[config.mk]
export PLATFORM = sky130hd
export DESIGN_NAME = seg_scan_driver
export DESIGN_NICKNAME = d
export VERILOG_FILES = /design/src/rtl/seg_pkg.sv /design/src/rtl/seg_tick_gen.sv /design/src/rtl/seg_scan_driver.sv
export SDC_FILE = /design/constraint.sdc
export NUM_CORES = 1
export LEC_CHECK = 0
export CAP_MARGIN = 15
export CORE_MARGIN = 10
export CORE_UTILIZATION = 60
export CTS_BUF_LIST = sky130_fd_sc_hd__clkbuf_8
export CTS_CLUSTER_DIAMETER = 50
export DETAILED_ROUTE_END_ITERATION = 10
export HOLD_SLACK_MARGIN = 0.1
export PLACE_DENSITY = 0.84
export SYNTH_ARGS = -nofsm -noshare
export SYNTH_HDL_FRONTEND = slang
export SYNTH_SLANG_ARGS = --single-unit
[constraint.sdc]
create_clock -name clk -period 5.6 [get_ports clk]
set_input_delay 1.12 -clock clk [delete_from_list [all_inputs] [get_ports clk]]
set_output_delay 1.12 -clock clk [all_outputs]
set_load 0.005 [all_outputs]
[src/rtl/seg_pkg.sv]
// Shared constants and helpers for the multiplexed 7-segment scan driver.
// Optional build macro SEG_LEAD_ZERO_BLANK_EN is consumed by seg_scan_driver.
package seg_pkg;

    localparam int DIGIT_W    = 4;
    localparam int MAX_DIGITS = 8;

    localparam logic [MAX_DIGITS-1:0] AN_ALL_OFF = {MAX_DIGITS{1'b1}};

    // Active-low one-hot anode pattern; bits at or above n stay off.
    function automatic logic [MAX_DIGITS-1:0] onehot_low(input logic [2:0] idx, input int n);
        logic [MAX_DIGITS-1:0] res;
        res = AN_ALL_OFF;
        for (int i = 0; i < MAX_DIGITS; i++) begin
            res[i] = !((i < n) && (i == int'(idx)));
        end
        return res;
    endfunction

endpackage

[src/rtl/seg_tick_gen.sv]
// Digit-slot prescaler: counts enabled cycles 0..DIV-1 and flags the last one.
module seg_tick_gen #(
    parameter int DIV = 50000
) (
    input  logic clk,
    input  logic rst_n,
    input  logic en,
    output logic tick
);

    localparam int CNT_W = (DIV > 1) ? $clog2(DIV) : 1;
    localparam logic [CNT_W-1:0] CNT_MAX = CNT_W'(DIV - 1);

    logic [CNT_W-1:0] cnt_r;

    assign tick = en && (cnt_r == CNT_MAX);

    // Prescaler counter; frozen while the scan is disabled.
    always_ff @(posedge clk or negedge rst_n) begin
        if (!rst_n) begin
            cnt_r <= '0;
        end else if (tick) begin
            cnt_r <= '0;
        end else if (en) begin
            cnt_r <= cnt_r + CNT_W'(1);
        end else begin
            cnt_r <= cnt_r;
        end
    end

endmodule

[src/rtl/seg_scan_driver.sv]
// Time-multiplexed hex display scanner with frame-boundary double buffering.
// Build macro SEG_LEAD_ZERO_BLANK_EN blanks leading-zero digits (digit 0 always lit).
module seg_scan_driver
    import seg_pkg::*;
#(
    parameter int DIGITS = 8,
    parameter int DIV    = 50000
) (
    input  logic                      clk,
    input  logic                      rst_n,
    input  logic                      en,
    input  logic                      load,
    input  logic [DIGIT_W*DIGITS-1:0] din,
    output logic [DIGIT_W-1:0]        nibble,
    output logic [DIGITS-1:0]         an,
    output logic                      pending
);

    localparam int DW    = DIGIT_W * DIGITS;
    localparam int IDX_W = $clog2(DIGITS);
    localparam logic [IDX_W-1:0] IDX_LAST = IDX_W'(DIGITS - 1);

    logic                  tick_s;
    logic                  wrap_s;
    logic [IDX_W-1:0]      idx_r;
    logic [IDX_W-1:0]      next_idx_s;
    logic [DW-1:0]         disp_r;
    logic [DW-1:0]         next_disp_s;
    logic [DW-1:0]         pend_val_r;
    logic [DW-1:0]         next_pend_val_s;
    logic                  pending_r;
    logic                  next_pending_s;
    logic [DIGITS-1:0]     blank_s;
    logic [MAX_DIGITS-1:0] an_full_s;
    logic [DIGITS-1:0]     next_an_s;
    logic [DIGIT_W-1:0]    nibble_r;
    logic [DIGITS-1:0]     an_r;

    seg_tick_gen #(.DIV(DIV)) u_tick (
        .clk   (clk),
        .rst_n (rst_n),
        .en    (en),
        .tick  (tick_s)
    );

    assign wrap_s = tick_s && (idx_r == IDX_LAST);

    // Next digit index and load/commit arbitration; a load on the wrap edge bypasses the buffer.
    always_comb begin
        next_idx_s      = idx_r;
        next_disp_s     = disp_r;
        next_pend_val_s = pend_val_r;
        next_pending_s  = pending_r;
        if (tick_s) begin
            next_idx_s = (idx_r == IDX_LAST) ? '0 : idx_r + IDX_W'(1);
        end else begin
            next_idx_s = idx_r;
        end
        if (load && !wrap_s) begin
            next_pend_val_s = din;
            next_pending_s  = 1'b1;
        end else if (wrap_s && load) begin
            next_disp_s    = din;
            next_pending_s = 1'b0;
        end else if (wrap_s && pending_r) begin
            next_disp_s    = pend_val_r;
            next_pending_s = 1'b0;
        end else begin
            next_pending_s = pending_r;
        end
    end

`ifdef SEG_LEAD_ZERO_BLANK_EN
    // Slot i>0 is blanked when it and every higher digit of the shown value are zero.
    always_comb begin : lead_zero
        logic zero_above;
        zero_above = 1'b1;
        blank_s    = '0;
        for (int i = DIGITS - 1; i > 0; i--) begin
            zero_above = zero_above && (next_disp_s[i*DIGIT_W +: DIGIT_W] == 4'd0);
            blank_s[i] = zero_above;
        end
    end
`else
    assign blank_s = '0;
`endif

    // Anode pattern for the slot being entered this edge.
    always_comb begin
        an_full_s = onehot_low(3'(next_idx_s), DIGITS);
        if (en) begin
            next_an_s = an_full_s[DIGITS-1:0] | blank_s;
        end else begin
            next_an_s = AN_ALL_OFF[DIGITS-1:0];
        end
    end

    // State and output registers.
    always_ff @(posedge clk or negedge rst_n) begin
        if (!rst_n) begin
            idx_r      <= '0;
            disp_r     <= '0;
            pend_val_r <= '0;
            pending_r  <= 1'b0;
            nibble_r   <= 4'd0;
            an_r       <= AN_ALL_OFF[DIGITS-1:0];
        end else begin
            idx_r      <= next_idx_s;
            disp_r     <= next_disp_s;
            pend_val_r <= next_pend_val_s;
            pending_r  <= next_pending_s;
            nibble_r   <= next_disp_s[int'(next_idx_s)*DIGIT_W +: DIGIT_W];
            an_r       <= next_an_s;
        end
    end

    assign nibble  = nibble_r;
    assign an      = an_r;
    assign pending = pending_r;

endmodule

# After elaboration in Yosys (flattened, before gate mapping)
# Index checks and enable logic that the tools add are counted.
dict set report classes {
  addsub 2
  n_eq_ne 9
  shift 1
  n_mux 11
  reduce_logical 17
}
# operator n
set ops {}
lappend ops {{32-bit 2-to-1 mux} 3}
lappend ops {{16-bit 2-to-1 mux} 2}
lappend ops {{32-bit by 6-bit variable part select with 4-bit output} 1}
lappend ops {{16-bit by 1-bit adder with 16-bit output (second input constant)} 1}
lappend ops {{16-bit == test (second input constant)} 1}
lappend ops {{3-bit == test (first input constant)} 4}
lappend ops {{1-bit zero test} 9}
lappend ops {{8-bit 2-to-1 mux} 1}
lappend ops {{2-bit by 3-bit == test with 1-bit output (first input constant)} 2}
lappend ops {{3-bit 2-to-1 mux} 2}
lappend ops {{1-bit logical AND} 5}
lappend ops {{3-bit by 1-bit adder with 3-bit output (second input constant)} 1}
lappend ops {{1-bit by 3-bit == test with 1-bit output (first input constant)} 1}
lappend ops {{3-bit == test (second input constant)} 1}
lappend ops {{3-bit zero test} 1}
lappend ops {{1-bit 2-to-1 mux} 3}
lappend ops {{3-bit nonzero test} 1}
lappend ops {{2-bit nonzero test} 1}
dict set report word_totals {
  register_bits 96
  input_bits 36
  output_inout_bits 13
  elab_cells 47
}

# Longest topological paths before layout
dict set report logic_depth {
  ltp_word 8
  ltp_mapped 11
  mapped_depth_nobuf 8
}

# By module
# Synthesis repeated with hierarchy kept, for this count alone.
dict set report hier_totals {
  cells_unflattened 405
  area_unflattened_um2 4479.3
}
# mod instances cells_per_inst area_per_inst_um2 seq_area_each_um2
set by_module_without_submodules {}
lappend by_module_without_submodules {seg_scan_driver 1 329 3683.5 2011.9}
lappend by_module_without_submodules {seg_tick_gen 1 76 795.8 400.4}

# Worst setup path before layout
# OpenSTA, ideal clock, no wires.
dict set report synth_timing {
  path_kind {input -> register}
  start {input port en}
  end {register nibble_r[1] (netlist: nibble[1])}
  setup_ns 0.124
  arrival_time_ns 2.756
  required_ns 5.476
  slack_ns 2.720
  cell_stages 7
  n_path_buf 2
  cell_sequence {and4_1 buf_2 and4_1 buf_6 mux2_2 a221o_1 o31a_1}
}
dict set report synth_between {
  elab_chain_cells 7
  elab_cells_between_ends 11
  classes_between {shift: 1; mux: 4; reduce/logical: 6}
}
# element line
set synth_lines {}
lappend synth_lines {{start, declared} seg_scan_driver.sv:11} ;# input logic en,
lappend synth_lines {{1-bit logical AND (*)} seg_tick_gen.sv:16} ;# assign tick = en && (cnt_r == CNT_MAX);
lappend synth_lines {{1-bit logical AND} seg_scan_driver.sv:46} ;# assign wrap_s = tick_s && (idx_r == IDX_LAST);
lappend synth_lines {{1-bit logical AND} seg_scan_driver.sv:65} ;# end else if (wrap_s && pending_r) begin
lappend synth_lines {{32-bit 2-to-1 mux} seg_scan_driver.sv:65}
lappend synth_lines {{32-bit 2-to-1 mux} seg_scan_driver.sv:62} ;# end else if (wrap_s && load) begin
lappend synth_lines {{32-bit 2-to-1 mux} seg_scan_driver.sv:59} ;# if (load && !wrap_s) begin
lappend synth_lines {{32-bit by 6-bit variable part select with 4-bit output (*)} seg_scan_driver.sv:112} ;# nibble_r <= next_disp_s[int'(next_idx_s)*DIGIT_W +: DIGIT_W];
lappend synth_lines {{end signal, assigned} seg_scan_driver.sv:112}
lappend synth_lines {{end, declared} seg_scan_driver.sv:36} ;# logic [DIGIT_W-1:0] nibble_r;
# Mark *: on every way between the ends. The rest lies on a longest branch, timed or not.
# A chain may end at the register's enable or synchronous reset.

# Final worst setup path
# Ends and elaborated chain as after synthesis.

==> reports/metrics.cfg <==
[logic_synthesis]
synth_edf_count = 0
async_flop_share_pct = 100
yosysWarnings = 0
synth.top_cell.area_share_pct = 48.3
syn_area_mm2 = 0.00456
syn_inst = 419
yosysUniqueCellTypes = 51
synth_top_cells_by_area = dfrtp_1, mux2_2, dfstp_2
avgSynthCellArea_um2 = 10.9
yosysSeqAreaShare_pct = 52.9
synthesis.nets = 458
synth_seq_cells = 96
synthFlopType = dfrtp_1
yosysTopAreaCell = dfrtp_1

[min_path]
whs_path_depth = 1
hold_start = pend_val_r[15]
hold_class = flop to flop
hold_end = disp_r[15]

[clocking]
cts_hold_buf = 0
cts.repair.resized = 0
htreeDepth = 3
cts_tree = done
root_buffer = clkbuf_8
cts_buffers = 9
cts_sinks = 96
clk_pin_slew_ps = 90
cts_setup_buffers = 0
clk_path_buf_depth = 2
clock_latency_ps = 360

[finish]
syn2layout_area_growth_pct = 16.3
drive_gt1_share_pct = 14.6
final_cell_mix = dfrtp_1, clkdlybuf4s50_1, nand2_1, mux2_2, nand3_1
final_area_mm2 = 0.00530
diodes = 0
final_nets = 500
final_common_cell = dfrtp_1
utilization_pct = 72.3

[place]
port_buffers = 48
gp_congestion = 0.872
dpl.hpwl_um = 7640
dp_worst_setup_slack_ps = 1380
placed_area_mm2 = 0.00510

[sta]
finalCriticalPeriod_ps = 3890
timing.hold.ws_ps = 500
clock.fmax_ghz = 0.257
hold_viol_final = 0
worst_pin_slew_ps = 814
slew_headroom_pct = 44.2
slew_viol_final = 0
rsz0062_at_grt = no
min_period_over_period_pct = 69.5
finalClockSkew_ps = 13.4
layout_setup_ws_ps = 1710
setup_viol = 0
tns_ps = 0

[worst_setup_path]
worst-path-buf-inv = 2
rr_worst_depth = 7
timing_worst_setup_path_type = input port to flop
crit_fanout = 37
critPathMostFrequentCell = and4_1
crit_arrival_ps = 4140
max_stage_delay_ps = 750
endpoint_kind = flop
critPathRequiredTime_ps = 5850
r2r_slack_ps = 2530
cpMaxStageDelayCell = mux2i_1
start_kind = input port
r2r-end = nibble[3]
path_cells = clkdlybuf4s50_1 > and4_1 > and4_1 > buf_4 > mux2i_1 > nand4_1 > a41o_1 > o31a_1
cp_top_family = buffers and inverters
reg2reg_from = idx_r[0]

[route]
dr_wl_met3_um = 913
routedWlPerCell_um = 19.9
viasPerCell = 6.47
vias = 3648
top_layer = met4
routed_wirelength_um = 11300
drc = 0
routedLengthMet1_um = 4680
dr.pass1.iters = 5
first_iter_violations = 301
route.met2.wl_um = 5390
ant_nets = 0

[die]
rows = 31
start_util_pct = 62.2
fp.coreArea_mm2 = 0.00733
die_h_um = 107
die-area_mm2 = 0.0115
dieWidth_um = 107
ioPinCount = 49

[outcome]
status = finished clean

[power]
ir_worst_vdd_mv = 0.128
power_density_mw_per_mm2 = 254
p_leak_uw = 0.00230

[global_route]
grt_util_all_layers_pct = 19.7
grt_start_max_net_pins = 61
grt.overflow.total = 0
first_global_vias = 3626
grt_pass1_wl_um = 18500
antenna_found_initial = 0

[flow_run]
drv_cap = 0

stage by stage:
step / power, µW / instances
floorplan: 838 / 419
global placement: 897 / 549
detailed placement: 903 / 549
CTS: 1350 / 564
global route: 1390 / 564
finish: 1340 / 564
layer usage:
layer	vias to the layer above	GRT usage, %
met4	0	8.12
met1	1819	26.0
met5	-	0
met3	27	3.35
li1	1633	-
met2	169	31.3
where the power goes:
group	switching (µW)	leakage, µW	internal, µW
Clock	228	0.000108	226
Sequential	37.1	0.00121	736
Combinational	52.2	0.000981	65.0
state kept, by name (all words and copies together) (netlist names):
signal / count
nibble: 4
idx_r: 3
an: 8
pending: 1
disp_r: 32
pend_val_r: 32
u_tick.cnt_r: 16
worst max path at each step:
stage	start	slack, ps	endpoint	depth (start not counted)
floorplan	en	2720	nibble[1]	7
global placement	en	1470	nibble[1]	8
detailed placement	en	1380	nibble[1]	8
CTS	en	1750	nibble[1]	8
global route	en	1540	nibble[3]	8
finish	en	1710	nibble[1]	8
kinds of logic after synthesis:
kind of cell             synth area share (%)
multiplexers                             9.80
adder cells (fa/ha/maj)                 0.824
AO/OA/AOI/OAI                            14.7
AND/OR/NAND/NOR                          16.1
buffers and inverters                    3.16
flip-flops                               52.9
XOR/XNOR                                 2.50
cell type report:
| type | count | area, µm² |
|---|---|---|
| Sequential cell | 96 | 2410 |
| Fill cell | 507 | 2030 |
| Multi-Input combinational cell | 290 | 2000 |
| Timing Repair Buffer | 55 | 531 |
| Clock buffer | 11 | 151 |
| Tap cell | 99 | 124 |
| Clock inverter | 4 | 46.3 |
| Inverter | 9 | 33.8 |
synthesized netlist by cell type, drive strengths merged (6+ instances only):
cell / number
dfrtp: 88
nand2: 43
mux2: 34
nand3: 30
nor2: 28
o21ai: 14
clkbuf: 13
a22oi: 12
nand4: 12
buf: 11
o31ai: 11
a221o: 10
a21oi: 9
inv: 9
and3: 8
dfstp: 8
xnor2: 8
and2: 6
mux2i: 6
No activity file was read; power rests on OpenSTA's default activity.
